### config.mk
export PLATFORM = sky130hd
export DESIGN_NAME = prog_mem
export DESIGN_NICKNAME = d
export VERILOG_FILES = /design/src/rtl/prog_mem.sv
export SDC_FILE = /design/constraint.sdc
export NUM_CORES = 2
export LEC_CHECK = 0
export ABC_AREA = 1
export CAP_MARGIN = 20
export CORE_MARGIN = 3
export CORE_UTILIZATION = 40
export DETAILED_ROUTE_END_ITERATION = 10
export MAX_ROUTING_LAYER = met4
export PLACE_DENSITY_LB_ADDON = 0.05
export SLEW_MARGIN = 25
export SYNTH_ARGS = -nofsm -noshare
export SYNTH_HDL_FRONTEND = slang
export SYNTH_SLANG_ARGS = --single-unit
### constraint.sdc
create_clock -name clk -period 3.2 [get_ports clk]
set_clock_uncertainty 0.15 [all_clocks]
set_input_delay 0.8 -clock clk [delete_from_list [all_inputs] [get_ports clk]]
set_output_delay 0.8 -clock clk [all_outputs]
set_load 0.01 [all_outputs]
### src/rtl/prog_mem.sv
// prog_mem: loadable program memory with a registered single-cycle fetch port
module prog_mem #(
    parameter int DATA_W = 16,
    parameter int ADDR_W = 8,
    parameter int DEPTH  = 256
) (
    input  logic              clk,
    input  logic              rst_n,
    input  logic              fetch_req,
    input  logic [ADDR_W-1:0] addr,
    input  logic              hold,
    output logic [DATA_W-1:0] instr,
    output logic              instr_valid,
    output logic              fault,
    input  logic              ld_start,
    input  logic              ld_valid,
    input  logic [DATA_W-1:0] ld_data,
    input  logic              ld_last,
    output logic              busy,
    output logic              ld_ovf
);
    localparam int IW = DEPTH > 1 ? $clog2(DEPTH) : 1;
    typedef enum logic {RUN, LOAD} state_t;
    state_t state_q, state_d;
    logic [ADDR_W:0] ptr_q, ptr_d;
    logic [DATA_W-1:0] instr_q, instr_d;
    logic instr_valid_q, instr_valid_d, fault_q, fault_d, ld_ovf_q, ld_ovf_d;
    logic we, addr_ok, ptr_full;
    logic [DATA_W-1:0] mem [DEPTH];
    assign addr_ok  = {1'b0, addr} < (ADDR_W+1)'(DEPTH);
    assign ptr_full = ptr_q == (ADDR_W+1)'(DEPTH);
    always_comb begin
        state_d       = state_q;
        ptr_d         = ptr_q;
        ld_ovf_d      = ld_ovf_q;
        we            = 1'b0;
        instr_d       = instr_q;
        instr_valid_d = instr_valid_q;
        fault_d       = fault_q;
        if (ld_start) begin
            state_d  = LOAD;
            ptr_d    = '0;
            ld_ovf_d = 1'b0;
        end else if (state_q == LOAD && ld_valid) begin
            ld_ovf_d = ld_ovf_q | ptr_full;
            we       = ~ptr_full;
            ptr_d    = ptr_full ? ptr_q : ptr_q + 1'b1;
            state_d  = (ptr_full || ld_last) ? RUN : LOAD;
        end
        // loading owns the memory; fetches are dropped rather than stalled
        if (ld_start || state_q == LOAD) begin
            instr_valid_d = 1'b0;
        end else if (!hold) begin
            instr_valid_d = fetch_req;
            instr_d       = fetch_req ? (addr_ok ? mem[addr[IW-1:0]] : '0) : instr_q;
            fault_d       = fault_q | (fetch_req & ~addr_ok);
        end
    end
    always_ff @(posedge clk) begin
        if (!rst_n) begin
            state_q       <= RUN;
            ptr_q         <= '0;
            instr_q       <= '0;
            instr_valid_q <= 1'b0;
            fault_q       <= 1'b0;
            ld_ovf_q      <= 1'b0;
        end else begin
            state_q       <= state_d;
            ptr_q         <= ptr_d;
            instr_q       <= instr_d;
            instr_valid_q <= instr_valid_d;
            fault_q       <= fault_d;
            ld_ovf_q      <= ld_ovf_d;
        end
    end
    always_ff @(posedge clk) begin
        if (rst_n && we) mem[ptr_q[IW-1:0]] <= ld_data;
    end
    assign instr       = instr_q;
    assign instr_valid = instr_valid_q;
    assign fault       = fault_q;
    assign busy        = state_q == LOAD;
    assign ld_ovf      = ld_ovf_q;
endmodule

## After elaboration in Yosys (flattened, before gate mapping)

Memory sizes are Yosys's and may differ from the RTL's. A register that Yosys moved wholly into a read port is not among the register bits.
Cells that the tools add are included.
W data, S select, Z words.

- Flip-flop bits (word level): 12
- Bits in writable memories: 4096
- Input port bits: 31
- Word-level logic and storage cells: 29
- Memories: 1

Memories:

| name | depth | width | rd ports | clocked after Yosys merged registers in | write ports | RTL line | source |
|---|---|---|---|---|---|---|---|
| mem | 256 | 16 | 1 | 1 | 1 | 29 | `logic [DATA_W-1:0] mem [DEPTH];` |

- $add $sub $neg: 1
- Equality and inequality tests: 1
- Mux-type cells: 7
- Bitwise operators: 5
- Reductions and logical operators: 10

Operators by type and width:

| kind | number |
|---|---|
| $add A9 B1 Y9 const B | 1 |
| $eq A9 B9 Y1 const B | 1 |
| $mux W1 | 7 |
| $not A1 Y1 | 4 |
| $reduce_or A2 Y1 | 2 |
| $reduce_and A3 Y1 | 1 |
| $logic_and A1 B1 Y1 | 2 |
| $logic_or A1 B1 Y1 | 2 |
| $reduce_and A2 Y1 | 1 |
| $reduce_bool A2 Y1 | 1 |
| $logic_not A1 Y1 | 1 |
| $or A1 B1 Y1 | 1 |

## Longest topological paths before layout

- Depth after elaboration: 7
- Mapped depth: 17

## Least setup slack after synthesis

Ideal clock, no wire load.

- Kind: input port to flip-flop
- From: input port rst_n
- To: memory mem[100][0] (enable)
- Library setup time: 0.388 ns
- Data arrival time: 2.683 ns
- Data required time: 2.662 ns
- Slack: -0.021 ns
- Stages: 9
- Cell sequence: inv_2 > nor2_1 > inv_1 > nor2_4 > inv_2 > nor2_4 > nand2_2 > buf_2 > nor2_1

- Longest elaborated chain between the ends: 3

RTL lines:

| item | RTL line | source |
|---|---|---|
| start: declaration | 8 | `input logic rst_n,` |
| $logic_and A1 B1 Y1 | 77 | `if (rst_n && we) mem[ptr_q[IW-1:0]] <= ld_data;` |
| $mux W1 | 77 |  |
| $mux W1 (implied by the code) | 77 |  |
| end: declaration | 29 |  |

Every way passes these cells.

==> out/qor.yml <==
outcome:
  status: "finished clean"
setup_path:
  endpoint_kind: "flip-flop"
  critPathLaunch: "addr[0]"
  arrival_ps: 3980
  required_ps: 3980
  reg2reg_slack_ps: 210
  timing.critical_path.mode_cell: "nand3_1"
  r2r_start: "ptr_q[0]$_SDFFE_PP0P_"
  cp_slowest_cell: "nand3_1"
  crit_path_start_kind: "primary input"
  crit_fanout: 31
  path_cells: "buf_16 > buf_12 > buf_12 > buf_4 > buf_4 > nand2_1 > nand3_1 > nand3_1 > nand3_1 > nand3_1 > nand3_1 > nand3_1 > nand2_1 > nand2_1 > nand3_1 > nand2_1 > inv_1"
  critPathMaxStageDelay_ps: 510
  path_class: "primary input to flip-flop"
global_route:
  grt_max_degree: 101
  grt_overflow_total: 0
  grt_first_pass_wirelength_um: 819200
  grt_use_total_pct: 27.46
  grt_pass1_vias: 109100
  antenna_found_initial: 24
timing:
  slew_headroom_pct: 34.74
  rsz0062_at_grt: "false"
  period_share_pct: 99.98
  holdWs_ps: 99.81
  min_period_ps: 3199
  tightest_slew_ps: 976.5
  maxSlewViolCount: 0
  setup_viol: 0
  max_freq_mhz: 312.6
  hold_viol: 0
logic_synthesis:
  ys_types: 31
  muxShareOfSynthArea_pct: 0
  synth_area_sq_um: 166200
  synth_seq_cells: 4124
  synth_edf_count: 4096
  synth_cells: 13720
  synth_xor_area_share_pct: 0.005270
  yosysTopAreaCell: "edfxtp_1"
  synth_top_family_by_area: "simple AND/OR/NAND/NOR gates"
  synth-async-reset-ratio_pct: 0
  synth-simple-area-share_pct: 22.48
  yosys_warnings: 0
  synth_adder_area_share_pct: 0.03011
  synth_compound_area_share_pct: 0.05721
  synthTopCellsByArea: "edfxtp_1 (74%), nand3_1 (12%), nand2_1 (9.5%)"
  synth_area_per_cell_sq_um: 12.12
  netlist.area_leader.share_pct: 74.00
  syn_nets: 13750
  ys_seq_area_share_pct: 74.34
  synth_ff_type: "edfxtp_1"
final_layout:
  drive_gt1_share_pct: 13.51
  fillers: 36580
  layout_commonest_cell: "nand2_1"
  fin_nets: 14610
  areaGrowthSynthToFinish_pct: 20.21
  layout_common_cells: "nand2_1 (4197), edfxtp_1 (4096), nand3_1 (4050)"
  multi_input_area_sq_um: 37720
  stdcell_count: 20440
  regArea_sq_um: 123600
route:
  wl_met1_um: 250100
  wl_per_cell_um: 28.10
  wl_um: 574300
  top_layer_used: "met4"
  wl_met3_um: 36300
  viasPerCell: 5.524
  drc: 0
  wl_met2_um: 269700
  drtAntennaViolNets: 0
  drt-initial-drc-count: 12330
  drtPass1Iterations: 6
  vias: 112900
placement:
  portBuffers: 49
  gp_congestion: 0.8976
  placed_cells: 19590
  place_hpwl_um: 362500
floorplan:
  dieArea_sq_um: 423300
  rows: 236
  floorplan.initialDensity_pct: 40.20
  fp.dieW_um: 650.6
  core_area_sq_um: 413400
  io_pins: 51
  chipHeight_um: 650.6
power_and_ir_drop:
  leakagePower_nw: 70.82
  powerDensity_nw_per_um2: 594.2
  peakVddDrop_mv: 0.4451
clocking:
  post_cts_buffers: 0
  clockBufferDepth: 4
  ctsHtreeMaxLevel: 5
  clockRootBuffer: "clkbuf_16"
  path_clk_slew_ps: 60
  clock-sinks: 4124
  cts_made_buffers: 451
  clk_latency_ps: 990
  cts_tree: "done"
min_path:
  min_from: "ld_data[12]"
  hp-class: "primary input to flip-flop"
job:
  maxCapViolCount: 0
==> worst max-delay path, delay by kind of cell <==
kind	cells	cell delay (ps)
simple gates	11	1760
buf+inv	6	1290
==> state kept, by name, summed over array words and instances (netlist names) <==
register / cells
busy: 1
instr_valid: 1
ld_ovf: 1
mem: 4096
ptr_q: 9
instr: 16
==> power by group <==
group / switching [mW] / internal (mW) / total (mW) / leakage [nW]
Sequential: 0.0229 / 59.4 / 59.4 / 37.0
Combinational: 5.86 / 2.55 / 8.41 / 26.8
Clock: 21.6 / 29.3 / 50.9 / 6.99
==> routing by layer <==
| metal | vias to the layer above | GRT usage, % |
|---|---|---|
| li1 | 50810 | - |
| met2 | 4084 | 42.94 |
| met1 | 57270 | 37.93 |
| met3 | 731 | 3.406 |
| met4 | 0 | 7.762 |
| met5 | - | - |
==> synthesized netlist by cell type (4+ instances only) <==
cell      number
nand2_2        8
nand2_1     4199
clkbuf_1     158
buf_6         14
nor2_1       307
buf_1         93
inv_2          4
edfxtp_1    4096
o21ai_0        7
inv_1         39
buf_2        496
a21oi_1        9
dfxtp_1       28
buf_4        176
ha_1           4
nand3_1     4058
==> area by class of cell <==
cell class / instances / area share (%)
sequential: 4124 / 61.85
multi-input combinational: 8606 / 18.88
timing repair buffer: 1342 / 8.557
clock buffer: 563 / 5.975
tap: 5474 / 3.428
clock inverter: 270 / 1.181
inverter: 45 / 0.1108
antenna: 12 / 0.01503
==> stage by stage <==
step	cell area, sq um	setup WS, ps	power [mW]	utilization (%)	setup TNS [ps]
2_1_floorplan	166200	-21.24	64.10	-	-23830
3_3_place_gp	185400	-925.1	68.91	44.85	-447030
3_5_place_dp	185400	-846.9	68.94	44.85	-539620
4_1_cts	199700	1.269	119.7	48.32	0
5_1_grt	199800	29.02	122.3	48.32	0
6_report	199800	0.5684	118.7	48.33	0
==> what timing repair did <==
| action | in CTS | in global routing |
|---|---|---|
| resized for setup | 10 | 2 |
| endpoints found under the hold margin | 59 | 0 |
| gates cloned | 0 | 0 |
| setup endpoints to repair | 15 | 15 |
| hold buffers | 5 | 0 |
==> cells by family after synthesis <==
| family | count (synthesis) |
|---|---|
| xor+xnor | 1 |
| compound gates | 18 |
| simple gates | 8582 |
| flops | 4124 |
| buf+inv | 985 |
| other cells | 1 |
| fa+ha+maj | 4 |
==> worst paths after layout <==
path	end	cells past startpoint
worst max-delay path	instr[2]$_SDFFE_PN0P_	17
worst min-delay path	mem[252][12]$_DFFE_PP_	1
worst max register to register	mem[77][4]$_DFFE_PP_	11
worst min register to register	ptr_q[8]$_SDFFE_PP0P_	2
Power figures use the tool's default switching activity.
